--- src/rtl/uart_auth.sv ---
// 8N1 UART receiver feeding the Segway power-up/power-down authorization FSM.
// pwr_up is registered from the next auth state, so it never glitches.
module uart_auth #(
   parameter int unsigned BAUD_DIV = 2604,
   parameter logic [7:0]  CMD_GO   = 8'h47,
   parameter logic [7:0]  CMD_STOP = 8'h53
) (
   input  logic       clk,
   input  logic       rst_n,
   input  logic       RX,
   input  logic       rider_off,
   output logic       pwr_up,
   output logic [7:0] rx_data,
   output logic       rx_rdy
);

   localparam logic [11:0] LP_FULL = 12'(BAUD_DIV);
   localparam logic [11:0] LP_HALF = 12'(BAUD_DIV / 2);

   typedef enum logic [2:0] {RxIdle, RxStart, RxData, RxStop, RxWaitHi} rx_state_e;
   typedef enum logic [1:0] {AuthOff, AuthPwr1, AuthPwr2} auth_state_e;

   logic        r_rx_meta, r_rx_s;
   rx_state_e   r_rx_state, w_rx_state_d;
   logic [11:0] r_cnt, w_cnt_d;
   logic [2:0]  r_idx, w_idx_d;
   logic [7:0]  r_shift, w_shift_d;
   logic [7:0]  r_rx_data, w_rx_data_d;
   logic        r_rx_rdy, w_rx_rdy_d;
   auth_state_e r_auth, w_auth_d;
   logic        r_pwr_up;
   logic        w_expire;

   always_ff @(posedge clk or negedge rst_n) begin
      if (!rst_n) begin
         r_rx_meta  <= 1'b1;
         r_rx_s     <= 1'b1;
         r_rx_state <= RxIdle;
         r_cnt      <= '0;
         r_idx      <= '0;
         r_shift    <= '0;
         r_rx_data  <= '0;
         r_rx_rdy   <= 1'b0;
         r_auth     <= AuthOff;
         r_pwr_up   <= 1'b0;
      end else begin
         r_rx_meta  <= RX;
         r_rx_s     <= r_rx_meta;
         r_rx_state <= w_rx_state_d;
         r_cnt      <= w_cnt_d;
         r_idx      <= w_idx_d;
         r_shift    <= w_shift_d;
         r_rx_data  <= w_rx_data_d;
         r_rx_rdy   <= w_rx_rdy_d;
         r_auth     <= w_auth_d;
         r_pwr_up   <= (w_auth_d != AuthOff);
      end
   end

   assign w_expire = (r_cnt == 12'd1);

   always_comb begin
      w_rx_state_d = r_rx_state;
      w_cnt_d      = r_cnt;
      w_idx_d      = r_idx;
      w_shift_d    = r_shift;
      w_rx_data_d  = r_rx_data;
      w_rx_rdy_d   = 1'b0;
      case (r_rx_state)
         RxIdle: begin
            if (!r_rx_s) begin
               w_rx_state_d = RxStart;
               w_cnt_d      = LP_HALF;
            end
         end
         RxStart: begin
            if (w_expire) begin
               // A start bit that is high again at mid-bit was only a glitch.
               if (!r_rx_s) begin
                  w_rx_state_d = RxData;
                  w_idx_d      = 3'd0;
                  w_cnt_d      = LP_FULL;
               end else begin
                  w_rx_state_d = RxIdle;
               end
            end else begin
               w_cnt_d = r_cnt - 12'd1;
            end
         end
         RxData: begin
            if (w_expire) begin
               w_shift_d[r_idx] = r_rx_s;
               w_cnt_d          = LP_FULL;
               if (r_idx == 3'd7) w_rx_state_d = RxStop;
               else               w_idx_d      = r_idx + 3'd1;
            end else begin
               w_cnt_d = r_cnt - 12'd1;
            end
         end
         RxStop: begin
            if (w_expire) begin
               if (r_rx_s) begin
                  w_rx_data_d  = r_shift;
                  w_rx_rdy_d   = 1'b1;
                  w_rx_state_d = RxIdle;
               end else begin
                  w_rx_state_d = RxWaitHi;
               end
            end else begin
               w_cnt_d = r_cnt - 12'd1;
            end
         end
         RxWaitHi: begin
            if (r_rx_s) w_rx_state_d = RxIdle;
         end
         default: w_rx_state_d = RxIdle;
      endcase
   end

   always_comb begin
      w_auth_d = r_auth;
      case (r_auth)
         AuthOff: begin
            if (r_rx_rdy && (r_rx_data == CMD_GO)) w_auth_d = AuthPwr1;
         end
         AuthPwr1: begin
            if (r_rx_rdy && (r_rx_data == CMD_STOP)) w_auth_d = rider_off ? AuthOff : AuthPwr2;
         end
         AuthPwr2: begin
            if (r_rx_rdy && (r_rx_data == CMD_GO)) w_auth_d = AuthPwr1;
            else if (rider_off)                    w_auth_d = AuthOff;
         end
         default: w_auth_d = AuthOff;
      endcase
   end

   assign pwr_up  = r_pwr_up;
   assign rx_data = r_rx_data;
   assign rx_rdy  = r_rx_rdy;

endmodule
--- config.mk ---
export PLATFORM = sky130hd
export DESIGN_NAME = uart_auth
export DESIGN_NICKNAME = d
export VERILOG_FILES = /design/src/rtl/uart_auth.sv
export SDC_FILE = /design/constraint.sdc
export NUM_CORES = 1
export LEC_CHECK = 0
export BUFFER_PORTS_ARGS = -buffer_cell sky130_fd_sc_hd__buf_2
export CORE_UTILIZATION = 64
export DETAILED_ROUTE_END_ITERATION = 16
export PLACE_DENSITY = 0.84
export SLEW_MARGIN = 20
export SYNTH_ARGS = -nofsm -noshare
export SYNTH_HDL_FRONTEND = slang
export SYNTH_SLANG_ARGS = --single-unit
--- constraint.sdc ---
create_clock -name clk -period 3.6 [get_ports clk]
set_clock_uncertainty 0.2 [all_clocks]
set_input_delay 0.72 -clock clk [delete_from_list [all_inputs] [get_ports clk]]
set_output_delay 0.72 -clock clk [all_outputs]
set_load 0.02 [all_outputs]
## Yosys cells after proc, flatten, opt, wreduce, memory -nomap -nowiden

Index checks and enable logic that the tools add are counted.

| word-level totals | value |
|---|---|
| flip-flop bits (word level) | 40 |
| bits of input ports | 4 |
| output and inout port bits | 10 |
| word-level logic and storage cells | 79 |

| operators by class | value |
|---|---|
| add/sub/neg operators | 2 |
| magnitude comparators | 2 |
| equality and inequality tests | 20 |
| multiplexer cells | 32 |
| reductions and logical operators | 13 |

Operators with widths:

| operator | count |
|---|---|
| $mux 12 | 5 |
| $pmux 12 s4 | 1 |
| $mux 3 | 11 |
| $ne 2x2->1 const B | 9 |
| $eq 8x7->1 const B | 2 |
| $pmux 3 s5 | 1 |
| $eq 12x1->1 const B | 1 |
| $mux 2 | 6 |
| $sub 12x1->12 const B | 1 |
| $bwmux 8 | 1 |
| $eq 3x2->1 const B | 2 |
| $eq 3x3->1 const B | 2 |
| $pmux 2 s3 | 1 |
| $pmux 3 s2 | 1 |
| $reduce_and 6->1 | 1 |
| $reduce_and 5->1 | 1 |
| $lt 3x4->1 const B | 1 |
| $mux 1 | 4 |
| $reduce_and 4->1 | 1 |
| $reduce_bool 2->1 | 2 |
| $reduce_bool 4->1 | 1 |
| $add 3x1->3 const B | 1 |
| $demux 1 s3 | 1 |
| $eq 3x1->1 const B | 1 |
| other kinds (9) | 11 |

## Logic depth before layout (Yosys ltp)

| logic depth | value |
|---|---|
| word-level depth | 5 |
| gate-level depth with buffers | 9 |
| depth with buffers taken out | 7 |

## Least setup slack after synthesis

OpenSTA, ideal clock, no wires.

| timing | value |
|---|---|
| path type | flip-flop to flip-flop |
| from | reg r_cnt[2] |
| to | reg r_shift[4] |
| setup time | 128 ps |
| arrival time | 2017 ps |
| required time | 3272 ps |
| setup slack | 1255 ps |
| cell stages (with the launch flop) | 6 |
| path buffers | 0 |
| clock period less this slack | 2345 ps |
| path through | dfrtp_1 nor4_4 nand4_4 or3_4 nor4b_4 mux2_1 |

| between the ends | value |
|---|---|
| cells in the longest elaborated chain, start to end | 2 |

Ends and longest elaborated chain:

| element | RTL line | text |
|---|---|---|
| start: declaration | 25 | `logic [11:0] r_cnt, w_cnt_d;` |
| start signal: assignment | 50 | `r_cnt <= w_cnt_d;` |
| $eq 12x1->1 | 60 | `assign w_expire = (r_cnt == 12'd1);` |
| $reduce_and 2->1 (no line) | - |  |
| end signal: assignment | 52 | `r_shift <= w_shift_d;` |
| end: declaration | 27 | `logic [7:0] r_shift, w_shift_d;` |

Every way passes these cells.
A chain may end at the register's enable or synchronous reset.

## Worst setup path after layout

| timing | value |
|---|---|
| from | reg r_cnt[1] |
| to | reg r_shift[4] |

Same word-level chain as after synthesis.

==> impl_metrics.env <==
export IMPL_status="finished, final reports clean"
export IMPL_drt_iter0_drc=78
export IMPL_ys_seq_area_frac=0.487
export IMPL_pin_count=14
export IMPL_drive_gt1_frac=0.182
export IMPL_placed_cells=257
export IMPL_cp_max_fo=7
export IMPL_hpwl_um=2830
export IMPL_vias=1630
export IMPL_hold_viol=0
export IMPL_grt_pass1_wl_um=6680
export IMPL_leakagePower_nw=1.00
export IMPL_fill_cells=238
export IMPL_fp_dieArea_sq_mm=0.00345
export IMPL_worst_slack_ns=1.09
export IMPL_post_cts_setup_buffers=0
export IMPL_cap_violations=0
export IMPL_postSynthAreaPerCell_sq_um=9.87
export IMPL_nets=228
export IMPL_power_mw=0.674
export IMPL_fmax_ghz=0.399
export IMPL_crit_path_end_kind="flip-flop"
export IMPL_min_path_type="flip-flop to flip-flop"
export IMPL_synth_edf_count=0
export IMPL_cts_hold_buffers=0
export IMPL_period_minus_slack_ns=2.51
export IMPL_synthFlopType="dfrtp_1"
export IMPL_syn_inst=209
export IMPL_cts_root_buf="clkbuf_4"
export IMPL_netlist_area_sq_mm=0.00206
export IMPL_grt_pass1_vias=1550
export IMPL_fin_crit_sh=0.697
export IMPL_slew_headroom=0.418
export IMPL_yosysUniqueCellTypes=50
export IMPL_n_antenna_cell=0
export IMPL_setup_viol=0
export IMPL_row_count=20
export IMPL_initial_core_util=0.675
export IMPL_fp_dieW_um=58.8
export IMPL_tightest_slew_ns=0.865
export IMPL_crit_path_start_kind="flip-flop"
export IMPL_first_pass_iters=4
export IMPL_grt_max_degree=41
export IMPL_async_reset_ff_frac=1.00
export IMPL_design_area_sq_mm=0.00219
export IMPL_crit_arrival_ns=2.54
export IMPL_cts_resized=0
export IMPL_totalWireLength_um=3940
export IMPL_dp_slack_ns=1.10
export IMPL_rsz0062_at_grt="no"
export IMPL_p_per_area_mw_per_mm2=307
export IMPL_path_clk_slew_ns=0.11
export IMPL_place_area_sq_mm=0.00215
export IMPL_grtUsageTotal=0.261
export IMPL_cts_path_max_buffers=2
export IMPL_core_sq_mm=0.00305
export IMPL_vias_per_cell=6.17
export IMPL_antenna_left=0
export IMPL_fin_cells=264
export IMPL_synth_nets=217
export IMPL_area_growth_pct=6.31
export IMPL_clkLatencyLatePin_ns=0.34
export IMPL_ys_ff_latch=40
export IMPL_routabilityCongestion=0.874
export IMPL_critPathRequiredTime_ns=3.63
export IMPL_htree_levels=2
export IMPL_gr_total_overflow=0
export IMPL_path_class="flip-flop to flip-flop"
export IMPL_die_h_um=58.8
export IMPL_cts_tree="done"
export IMPL_fin_tns_setup_ns=0
export IMPL_cts_num_sinks=40
export IMPL_avgRoutedWirePerCell_um=14.9
export IMPL_antenna_found_initial=0
export IMPL_slew_viol_final=0
export IMPL_route_detailed_drc=0
export IMPL_portBuffers=13
export IMPL_numCtsBuffers=5
export IMPL_yosys_warnings=0
export IMPL_ir_worst_vdd_uv=250
cell families after synthesis:
kind of cell / count (synthesis) / share of synthesized area
and+or+nand+nor: 94 / 0.257
AOI/OAI and AO/OA: 45 / 0.148
adders and majority gates: 4 / 0.0243
muxes: 9 / 0.0492
xor gates and xnor gates: 1 / 0.00425
buffers and inverters: 16 / 0.0303
DFF: 40 / 0.487
metrics by stage:
step                      utilization  hold slack, ns
after floorplan                     -           0.145
after global placement          0.703           0.146
after detailed placement        0.703           0.147
after CTS                       0.718           0.162
after global routing            0.718           0.166
final                           0.718           0.161
power by group:
group	leakage (nW)	internal [mW]	switching [mW]
combinational	0.459	0.00221	0.0101
sequential	0.517	0.451	0.00216
clock	0.0281	0.0720	0.136
total	1.00	0.525	0.148
registers in the layout, indices dropped and copies added (netlist names), 2 cells and up:
signal / flops
r_auth: 2
r_cnt: 12
r_rx_state: 3
r_shift: 8
r_idx: 3
rx_data: 8
routing by layer:
metal | global-route usage | vias to the layer above | share of wire
met3 | 0.0681 | 14 | 0.045
met1 | 0.299 | 786 | 0.43
li1 | - | 773 | -
met4 | 0.112 | 0 | 0.030
met2 | 0.458 | 57 | 0.50
met5 | 0 | - | 0
worst paths after layout:
check | from | to | slack [ns] | depth (start not counted)
max in group asynchronous | rst_n | r_cnt[4]$_DFFE_PN0P_ | 2.38 | 1
min reg2reg | r_rx_meta$_DFF_PN1_ | r_rx_s$_DFF_PN1_ | 0.16 | 0
max reg2reg | r_cnt[1]$_DFFE_PN0P_ | r_shift[4]$_DFFE_PN0P_ | 1.09 | 7
min | r_rx_meta$_DFF_PN1_ | r_rx_s$_DFF_PN1_ | 0.16 | 0
max | r_cnt[1]$_DFFE_PN0P_ | r_shift[4]$_DFFE_PN0P_ | 1.09 | 7
min in group asynchronous | rst_n | pwr_up$_DFF_PN0_ | 0.28 | 1
layout by cell type, fill, tap and decap left out, types with 3 or more instances in the layout:
master and instances:
inv_1 7, clkbuf_4 5, nand4b_1 3, a2bb2oi_1 3, nand3_1 4, nand2_1 38
o2bb2ai_1 3, a21oi_1 11, buf_2 13, nor2_1 18, mux2_2 7, a31oi_1 3
and3_1 4, nand2b_1 3, dfrtp_1 38, ha_1 4, o21ai_0 8, nor3_1 6
final cells by class:
class | count | area (sq um) | area share
Clock buffer | 6 | 41.3 | 0.0188
Clock inverter | 1 | 5.00 | 0.00228
Inverter | 7 | 26.3 | 0.0120
Multi-Input combinational cell | 153 | 996 | 0.454
Sequential cell | 40 | 1000 | 0.458
Tap cell | 44 | 55.1 | 0.0251
Timing Repair Buffer | 13 | 65.1 | 0.0297
synth_stat cells (3+ instances only):
cell type  count  area, sq um
dfrtp_1       38          951
nand3_1        4         20.0
nor2_1        18         67.6
clkbuf_1       4         15.0
nand2_1       38          143
mux2_2         7         78.8
ha_1           4         50.1
a2bb2oi_1      3         26.3
o21ai_0        8         40.0
a21oi_1       11         55.1
inv_1          7         26.3
nand4b_1       3         26.3
buf_1          3         11.3
o2bb2ai_1      3         26.3
a31oi_1        3         18.8
and3_1         4         25.0
nand2b_1       3         18.8
nor3_1         6         30.0
worst max-delay path: stages (launching register included):
cell     delay, ns
dfrtp_1       0.41
inv_1         0.10
ha_1          0.14
nor2b_1       0.29
nand4_4       0.19
or3_4         0.46
nor4b_4       0.26
mux2_1        0.34
(Power assumes the default switching activity.)
